`src/rtl/shift_reg_sequencer.sv`:
```
// Command sequencer for a 4-bit load/rotate/arith-shift register.
// Drives the register's control pins for N steps per accepted command, then pulses done with the result.
module shift_reg_sequencer #(
    parameter int CNT_W   = 4,
    parameter bit OPT_CNT = 1'b1
) (
    input  logic             Clock,
    input  logic             Reset,
    input  logic             cmd_valid,
    output logic             cmd_ready,
    input  logic [1:0]       cmd_op,
    input  logic [CNT_W-1:0] cmd_count,
    input  logic [3:0]       cmd_data,
    input  logic [3:0]       reg_q,
    output logic             ParallelLoadn,
    output logic             RotateRight,
    output logic             ASRight,
    output logic [3:0]       Data_IN,
    output logic             busy,
    output logic             done,
    output logic [3:0]       result
);

    // state | meaning
    // IDLE  | waiting for a command, register held by reloading reg_q
    // LOAD  | one cycle of parallel load with the latched data
    // SHIFT | rotate/shift until the step counter reaches 1
    // DONE  | one-cycle done pulse, register held, result = reg_q
    typedef enum logic [1:0] {S_IDLE, S_LOAD, S_SHIFT, S_DONE} state_t;

    localparam logic [1:0] OP_LOAD = 2'b00;
    localparam logic [1:0] OP_ROTR = 2'b01;
    localparam logic [1:0] OP_ROTL = 2'b10;
    localparam logic [1:0] OP_ASR  = 2'b11;

    state_t           state, state_nxt;
    logic [1:0]       op_q;
    logic [3:0]       data_q;
    logic [3:0]       result_q;
    logic [CNT_W-1:0] step_cnt;
    logic [CNT_W-1:0] eff_steps;
    logic             accept;

    assign cmd_ready = (state == S_IDLE) && !Reset;
    assign accept    = cmd_valid && cmd_ready;

    // Rotating by a multiple of 4 is a no-op and ASR saturates after 3 steps.
    always_comb begin
        eff_steps = cmd_count;
        if (OPT_CNT) begin
            if (cmd_op == OP_ASR)
                eff_steps = (cmd_count > CNT_W'(3)) ? CNT_W'(3) : cmd_count;
            else
                eff_steps = {{(CNT_W-2){1'b0}}, cmd_count[1:0]};
        end
    end

    always_ff @(posedge Clock) begin
        if (Reset) begin
            state    <= S_IDLE;
            op_q     <= OP_LOAD;
            data_q   <= 4'b0;
            step_cnt <= '0;
            result_q <= 4'b0;
        end else begin
            state <= state_nxt;
            if (accept) begin
                op_q     <= cmd_op;
                data_q   <= cmd_data;
                step_cnt <= eff_steps;
            end else if (state == S_SHIFT) begin
                step_cnt <= step_cnt - 1'b1;
            end
            if (state == S_DONE)
                result_q <= reg_q;
        end
    end

    always_comb begin
        state_nxt = state;
        case (state)
            S_IDLE: begin
                if (accept) begin
                    if (cmd_op == OP_LOAD)
                        state_nxt = S_LOAD;
                    else if (eff_steps == '0)
                        state_nxt = S_DONE;
                    else
                        state_nxt = S_SHIFT;
                end
            end
            S_LOAD:  state_nxt = S_DONE;
            S_SHIFT: if (step_cnt == CNT_W'(1)) state_nxt = S_DONE;
            S_DONE:  state_nxt = S_IDLE;
            default: state_nxt = S_IDLE;
        endcase
    end

    always_comb begin
        ParallelLoadn = 1'b0;
        RotateRight   = 1'b0;
        ASRight       = 1'b0;
        Data_IN       = reg_q;
        busy          = (state != S_IDLE);
        done          = (state == S_DONE);
        result        = (state == S_DONE) ? reg_q : result_q;
        case (state)
            S_LOAD: Data_IN = data_q;
            S_SHIFT: begin
                ParallelLoadn = 1'b1;
                case (op_q)
                    OP_ROTR: RotateRight = 1'b1;
                    OP_ROTL: RotateRight = 1'b0;
                    OP_ASR: begin
                        RotateRight = 1'b1;
                        ASRight     = 1'b1;
                    end
                    default: RotateRight = 1'b0;
                endcase
            end
            default: ;
        endcase
    end

endmodule

```
`config.mk`:
```
export PLATFORM = sky130hd
export DESIGN_NAME = shift_reg_sequencer
export DESIGN_NICKNAME = d
export VERILOG_FILES = /design/src/rtl/shift_reg_sequencer.sv
export SDC_FILE = /design/constraint.sdc
export NUM_CORES = 1
export LEC_CHECK = 0
export CORE_MARGIN = 2
export CORE_UTILIZATION = 30
export DETAILED_ROUTE_END_ITERATION = 10
export PLACE_DENSITY = 0.59
export SYNTH_ARGS = -nofsm -noshare
export SYNTH_HDL_FRONTEND = slang
export SYNTH_SLANG_ARGS = --single-unit
export TNS_END_PERCENT = 100
```
`constraint.sdc`:
```
create_clock -name Clock -period 2.8 [get_ports Clock]
set_input_delay 0.56 -clock Clock [delete_from_list [all_inputs] [get_ports Clock]]
set_output_delay 0.56 -clock Clock [all_outputs]
set_load 0.02 [all_outputs]
```
==> metrics.md, run 1 <==
| Metric | Value |
|---|---|
| Status | `complete, but fails checks` |
| Failing checks | `DRC` |
| H-tree Lvls | `1` |
| Drt drc | `1` |
| Hold Crit Start | `op_q[1]` |
| Crit path buffers/inverters | `2` |
| Worst Setup Path Type | `register to output pin` |
| First-pass iteration count of the detailed router | `7` |
| Die area | `0.003435 sq mm` |
| Core area | `0.002805 sq mm` |
| Yosys cell types | `31` |
| Initial antenna violation count | `0` |
| Cell total after placement | `153` |
| Commonest non-fill, non-tap cell in the layout | `clkdlybuf4s50_1` |
| Global route total overflow | `0` |
| Final worst slack | `0.2828 ns` |
| Fmax | `397.3 MHz` |
| I/O pins | `31` |
| DRT antenna net count | `0` |
| Post-Route WL | `1.899 mm` |
| HP Class | `register to register` |
| DP HPWL | `1.473 mm` |
| Area grow syn2layout | `40.28%` |
| Clock tree buffer depth | `2` |
| Vias per cell | `4.586` |
| Slew margin rel. | `74.29%` |
| Num CTS Buffers | `3` |
| RSZ-0062 raised after global routing | `false` |
| Power density over cell area | `798.8 mW/mm^2` |
| I/O Buffers | `30` |
| Vias after detailed routing | `720` |
| Final std cells w/o fill | `157` |
| Crit path time final | `2.517 ns` |
| Critical-path top delay cell | `clkdlybuf4s50_1` |
| CP endpoint kind | `output pin` |
| Worst slew pin tran | `0.3802 ns` |
| DR WL/cell | `12.10 microns` |
| Seq/Total Area, Yosys | `35.80%` |
| Setup slack, reg-to-reg | `1.16 ns` |
| Proportion of layout cells with a drive suffix above 1 | `13.49%` |
| Worst Path Required | `2.24 ns` |
| Global-route wire length before repair | `3.105 mm` |
| Post-CTS Setup Bufs | `0` |
| Avg Cell Area, Syn | `9.417 sq um` |
| DR iter-0 viols | `12` |
| Setup TNS Final | `0 ns` |
| Post-route cell area | `0.001255 sq mm` |
| Critical Path Fanout Max | `10` |
| Fin. max-slew vios | `0` |
| CTS root buf | `clkbuf_4` |
| Leakage power | `0.5046 nW` |
| R2R depth | `4` |
| Top cell type's share of synthesized area | `35.80%` |
| Hold buffers post-CTS | `0` |
| Synth top area cells | `dfxtp_1, mux2_2, ha_1` |
| Cell count after synthesis | `95` |
| Setup Viol. Count Final | `0` |
| GRT Total Usage | `12.01%` |
| Crit path cell chain | `inv_1 > ha_1 > and3_1 > clkdlybuf4s50_1` |
| Post-cts resize count | `0` |
| Clk Latency, worst-skew pair | `0.29 ns` |
| Total of max-cap violations | `0` |
| Worst Hold Endpoint | `op_q[1]` |
| Routability cong. | `0.7913` |
| Max incr delay on CP | `0.60 ns` |
| R2R Path Start | `step_cnt[0]` |
| Clock transition at path regs | `0.10 ns` |
| Die W | `58.61 microns` |
| Final Net Count | `151` |
| Initial Utilization | `31.89%` |
| Hold path cells | `2` |
| # rows | `19` |
| Vias in the first global route | `697` |
| TritonCTS clock tree | `done` |
| Crit start category | `register` |
| Tightest hold margin | `0.4776 ns` |
| Die height | `58.61 microns` |
| Post-Syn Nets | `119` |
| Crit path depth | `4` |
| Final hold viol count | `0` |
| Clock Skew | `0.01129 ns` |
| Critical path arrival | `1.96 ns` |
| Final period util | `89.90%` |
| Antenna Cells | `0` |
| Clock sink count | `16` |
| Placed Area | `0.001219 sq mm` |
| Most frequent cells in the layout | `clkdlybuf4s50_1, dfxtp_1, mux2_2, nand2_1, o21ai_0` |
| CP delay by family, top | `buffers and inverters` |
| Largest net degree at the start of global routing | `20` |
| Synth area leader | `dfxtp_1` |
| Yosys warnings | `0` |
| Max rail drop VDD | `0.4132 mV` |
| Worst R2R End | `state[1]` |
| Place WS | `0.4416 ns` |
| Synth Cell Area | `894.6 sq um` |
| #FFs+latches synth | `16` |
worst max path at each step:
stage,start,endpoint,slack (ns)
2_1_floorplan,state[0],ASRight,1.09
3_3_place_gp,reg_q[3],result[3],0.45
3_5_place_dp,reg_q[1],result[1],0.44
4_1_cts,state[0],ASRight,0.27
5_1_grt,state[0],ASRight,0.12
6_report,state[0],ASRight,0.28
area by class of cell:
cell class	count	area [sq um]
Inverter	5	18.77
Fill cell	282	1550
Sequential cell	16	320.3
Clock buffer	4	36.28
Tap cell	31	38.79
Multi-Input combinational cell	69	525.5
Timing Repair Buffer	32	315.3
metrics by stage:
step	power (mW)	utilization, %
2_1_floorplan	0.6844	-
3_3_place_gp	0.8461	43.44
6_report	1.002	44.74
5_1_grt	1.081	44.74
3_5_place_dp	0.8542	43.44
4_1_cts	1.016	44.74
synthesized netlist by cell type, drive strengths merged:
master    n
a211oi    1
a21oi     1
a221oi    1
a22oi     1
and2      1
and3      1
and3b     1
buf       5
dfxtp    16
ha        7
inv       5
mux2      9
nand2     8
nand2b    6
nor2      5
nor2b     4
nor3      2
nor4b     1
o211a     1
o21a      1
o21ai     8
o21bai    1
o2bb2ai   1
o31ai     2
or2b      2
or3b      1
xnor2     1
xor2      2
per-layer routing:
metal | GRT usage [%] | wire length, microns | vias up
li1 | - | - | 384
met1 | 14.98 | 875 | 320
met2 | 19.10 | 921 | 14
met3 | 3.297 | 79 | 2
met4 | 5.844 | 23 | 0
met5 | 0 | 0 | -
tightest hold or removal path: stages (launching register included):
cell	delay, ns
dfxtp_1	0.32
nand2b_1	0.06
o21ai_0	0.06
flip-flops by register name, indices dropped and copies added (netlist names):
name	flops
step_cnt	4
result_q	4
data_q	4
state	2
op_q	2
report_power, final:
group	switching (mW)	total [mW]	internal, mW
clock	0.0752	0.154	0.0792
combinational	0.257	0.521	0.264
sequential	0.0416	0.327	0.285
cell families after synthesis:
group | synth area share, %
flip-flops | 35.80
AO/OA/AOI/OAI | 14.69
multiplexers | 11.33
XOR/XNOR | 2.938
adder cells (fa/ha/maj) | 9.790
AND/OR/NAND/NOR | 20.00
buffers and inverters | 5.454
(Power assumes the default switching activity.)
==> run 2, diff against run 1 <==
CTS_CLUSTER_DIAMETER = 50   (was not set)
==> results of run 2 <==
No change in the layout: final DEF, timing and power equal those of run 1.
==> run 3, diff against run 2 <==
REMOVE_ABC_BUFFERS = 1   (was not set)
==> metrics.md, run 3 (synthesis results as in run 1) <==
| Metric | Value |
|---|---|
| Fmax | `393.9 MHz (-0.85%)` |
| Total of max-cap violations | `0 (unchanged)` |
| RSZ-0062 raised after global routing | `false` |
| Power share of the clock group | `15.4% (about the same)` |
| Initial Utilization | `31.89% (unchanged)` |
| Post-Route WL | `1.896 mm (-0.16%)` |
| Proportion of layout cells with a drive suffix above 1 | `12.80% (-0.69 points)` |
| Die W | `58.61 microns (unchanged)` |
| Clock sink count | `16 (unchanged)` |
| I/O Buffers | `30 (unchanged)` |
| Clk Latency, worst-skew pair | `0.28 ns (about the same)` |
| Psw | `0.3777 mW (+0.97%)` |
| Clock Skew | `0.002771 ns (-0.008516 ns)` |
| Initial antenna violation count | `0 (unchanged)` |
| M1 GR Usage | `16.89% (+1.9 points)` |
| Leakage power | `0.4994 nW (-1.0%)` |
| Slew margin rel. | `63.41% (-11 points)` |
| Routability cong. | `0.6944 (-12%)` |
| Worst R2R End | `step_cnt[0]` |
| CP endpoint kind | `output pin` |
| Final hold viol count | `0 (unchanged)` |
| Post-cts resize count | `0 (unchanged)` |
| Antenna Cells | `0 (unchanged)` |
| Worst setup path end | `ASRight` |
| Hold buffers post-CTS | `0 (unchanged)` |
| Num CTS Buffers | `3 (unchanged)` |
| Vias per cell | `4.628 (+0.92%)` |
| Tightest hold margin | `0.4833 ns (+0.005786 ns)` |
| Post-CTS Setup Bufs | `0 (unchanged)` |
| Sequential power share | `32.6% (about the same)` |
| R2R Path Start | `state[0]` |
| Status | `complete, no violations` |
| DR WL/cell | `12.15 microns (+0.48%)` |
| Worst slew pin tran | `0.5488 ns (+0.1686 ns)` |
| Global route total overflow | `0 (unchanged)` |
| Worst Setup Path Type | `register to output pin` |
| Die height | `58.61 microns (unchanged)` |
| DP HPWL | `1.483 mm (+0.67%)` |
| CTS root buf | `clkbuf_4` |
| Clock tree buffer depth | `2 (unchanged)` |
| Core area | `0.002805 sq mm (unchanged)` |
| Area grow syn2layout | `39.44%` |
| Cell internal pwr | `0.6241 mW (-0.68%)` |
| Vias in the first global route | `712 (+2.2%)` |
| Max rail drop VDD | `0.3486 mV (-16%)` |
| Met3 Use GR | `0.8791% (-2.4 points)` |
| TritonCTS clock tree | `done` |
| Setup slack, reg-to-reg | `1.12 ns (-0.04 ns)` |
| First-pass iteration count of the detailed router | `3 (-4)` |
| Fin. max-slew vios | `0 (unchanged)` |
| R2R depth | `5 (+1)` |
| Drt drc | `0 (-1)` |
| Die area | `0.003435 sq mm (unchanged)` |
| Setup TNS Final | `0 ns (unchanged)` |
| Commonest non-fill, non-tap cell in the layout | `clkdlybuf4s50_1` |
| Worst Path Required | `2.24 ns (about the same)` |
| Global-route wire length before repair | `3.291 mm (+6.0%)` |
| Crit path time final | `2.539 ns (+0.02147 ns)` |
| Place WS | `0.4221 ns (-0.01949 ns)` |
| DRT antenna net count | `0 (unchanged)` |
| Final Net Count | `150 (-0.66%)` |
| I/O pins | `31 (unchanged)` |
| DR iter-0 viols | `13 (+1)` |
| Setup Viol. Count Final | `0 (unchanged)` |
| Crit start category | `register` |
| Switching Share | `37.70% (+0.39 points)` |
| Critical path arrival | `1.98 ns (+0.02 ns)` |
| H-tree Lvls | `1 (unchanged)` |
| Met2 global-route usage | `20.06% (+0.96 points)` |
| Largest net degree at the start of global routing | `20 (unchanged)` |
| Final period util | `90.67% (+0.77 points)` |
| Critical Path Source | `state[0]` |
| Power density over cell area | `803.1 mW/mm^2 (+0.54%)` |
| Final worst slack | `0.2613 ns (-0.02147 ns)` |
| Critical Path Fanout Max | `10 (unchanged)` |
| Most frequent cells in the layout | `clkdlybuf4s50_1, dfxtp_1, mux2_2, nand2_1, o21ai_0` |
| Clock transition at path regs | `0.10 ns (about the same)` |
| # rows | `19 (unchanged)` |
| Top Registers | `data_q x4, result_q x4, step_cnt x4` |
| Gr busiest metal | `met2` |
| Gate power share | `52.0% (about the same)` |
| Vias after detailed routing | `722 (+0.28%)` |
| HP Class | `register to register` |
| GRT Total Usage | `12.43% (+0.42 points)` |
[run 3: cell types whose count changed in the layout (fill, tap and decap cells not counted), sizes merged]
cell  previous run  this run
buf              2         1
[run 3: power by group through the flow]
stage	Sequential (mW)	Clock, mW	Combinational [mW]
after floorplan	0.321	0	0.347
after global placement	0.331	0	0.511
after detailed placement	0.334	0	0.525
after CTS	0.328	0.159	0.529
after global routing	0.337	0.173	0.571
final	0.327	0.154	0.521
[run 3: how the worst min path moves through the flow]
stage | startpoint | slack [ns] | endpoint | cells after the start
5_1_grt | data_q[3] | 0.53 | data_q[3] | 2
3_3_place_gp | op_q[1] | 0.46 | op_q[1] | 2
6_report | op_q[1] | 0.48 | op_q[1] | 2
3_5_place_dp | data_q[0] | 0.47 | data_q[0] | 2
2_1_floorplan | op_q[1] | 0.44 | op_q[1] | 2
4_1_cts | data_q[0] | 0.48 | data_q[0] | 2
[run 3: cell type report]
class | count | area, sq um
fillers | 280 | 1558
multi-input cells | 69 | 525.5
flip-flops and latches | 16 | 320.3
repair buffers | 31 | 307.8
well taps | 31 | 38.79
clock buffers | 4 | 36.28
inverters | 5 | 18.77
[run 3: routing by layer]
metal	vias up	part of all wire [%]
li1	381	-
met1	333	46
met5	-	0
met2	6	51
met3	2	1.2
met4	0	1.4
[run 3: stage by stage]
step | utilization [%] | area (sq um) | instances | power, mW
after floorplan | - | 864.6 | 90 | 0.6687
final | 44.47 | 1247 | 156 | 1.002
after global routing | 44.47 | 1247 | 156 | 1.081
after detailed placement | 43.18 | 1211 | 152 | 0.8584
after global placement | 43.18 | 1211 | 152 | 0.8420
after CTS | 44.47 | 1247 | 156 | 1.017
[run 3: worst max-delay path, stage by stage (launching register included)]
cell and delay, ns:
dfxtp_1 0.36, inv_1 0.11, ha_1 0.42, and3_1 0.21, clkdlybuf4s50_1 0.60
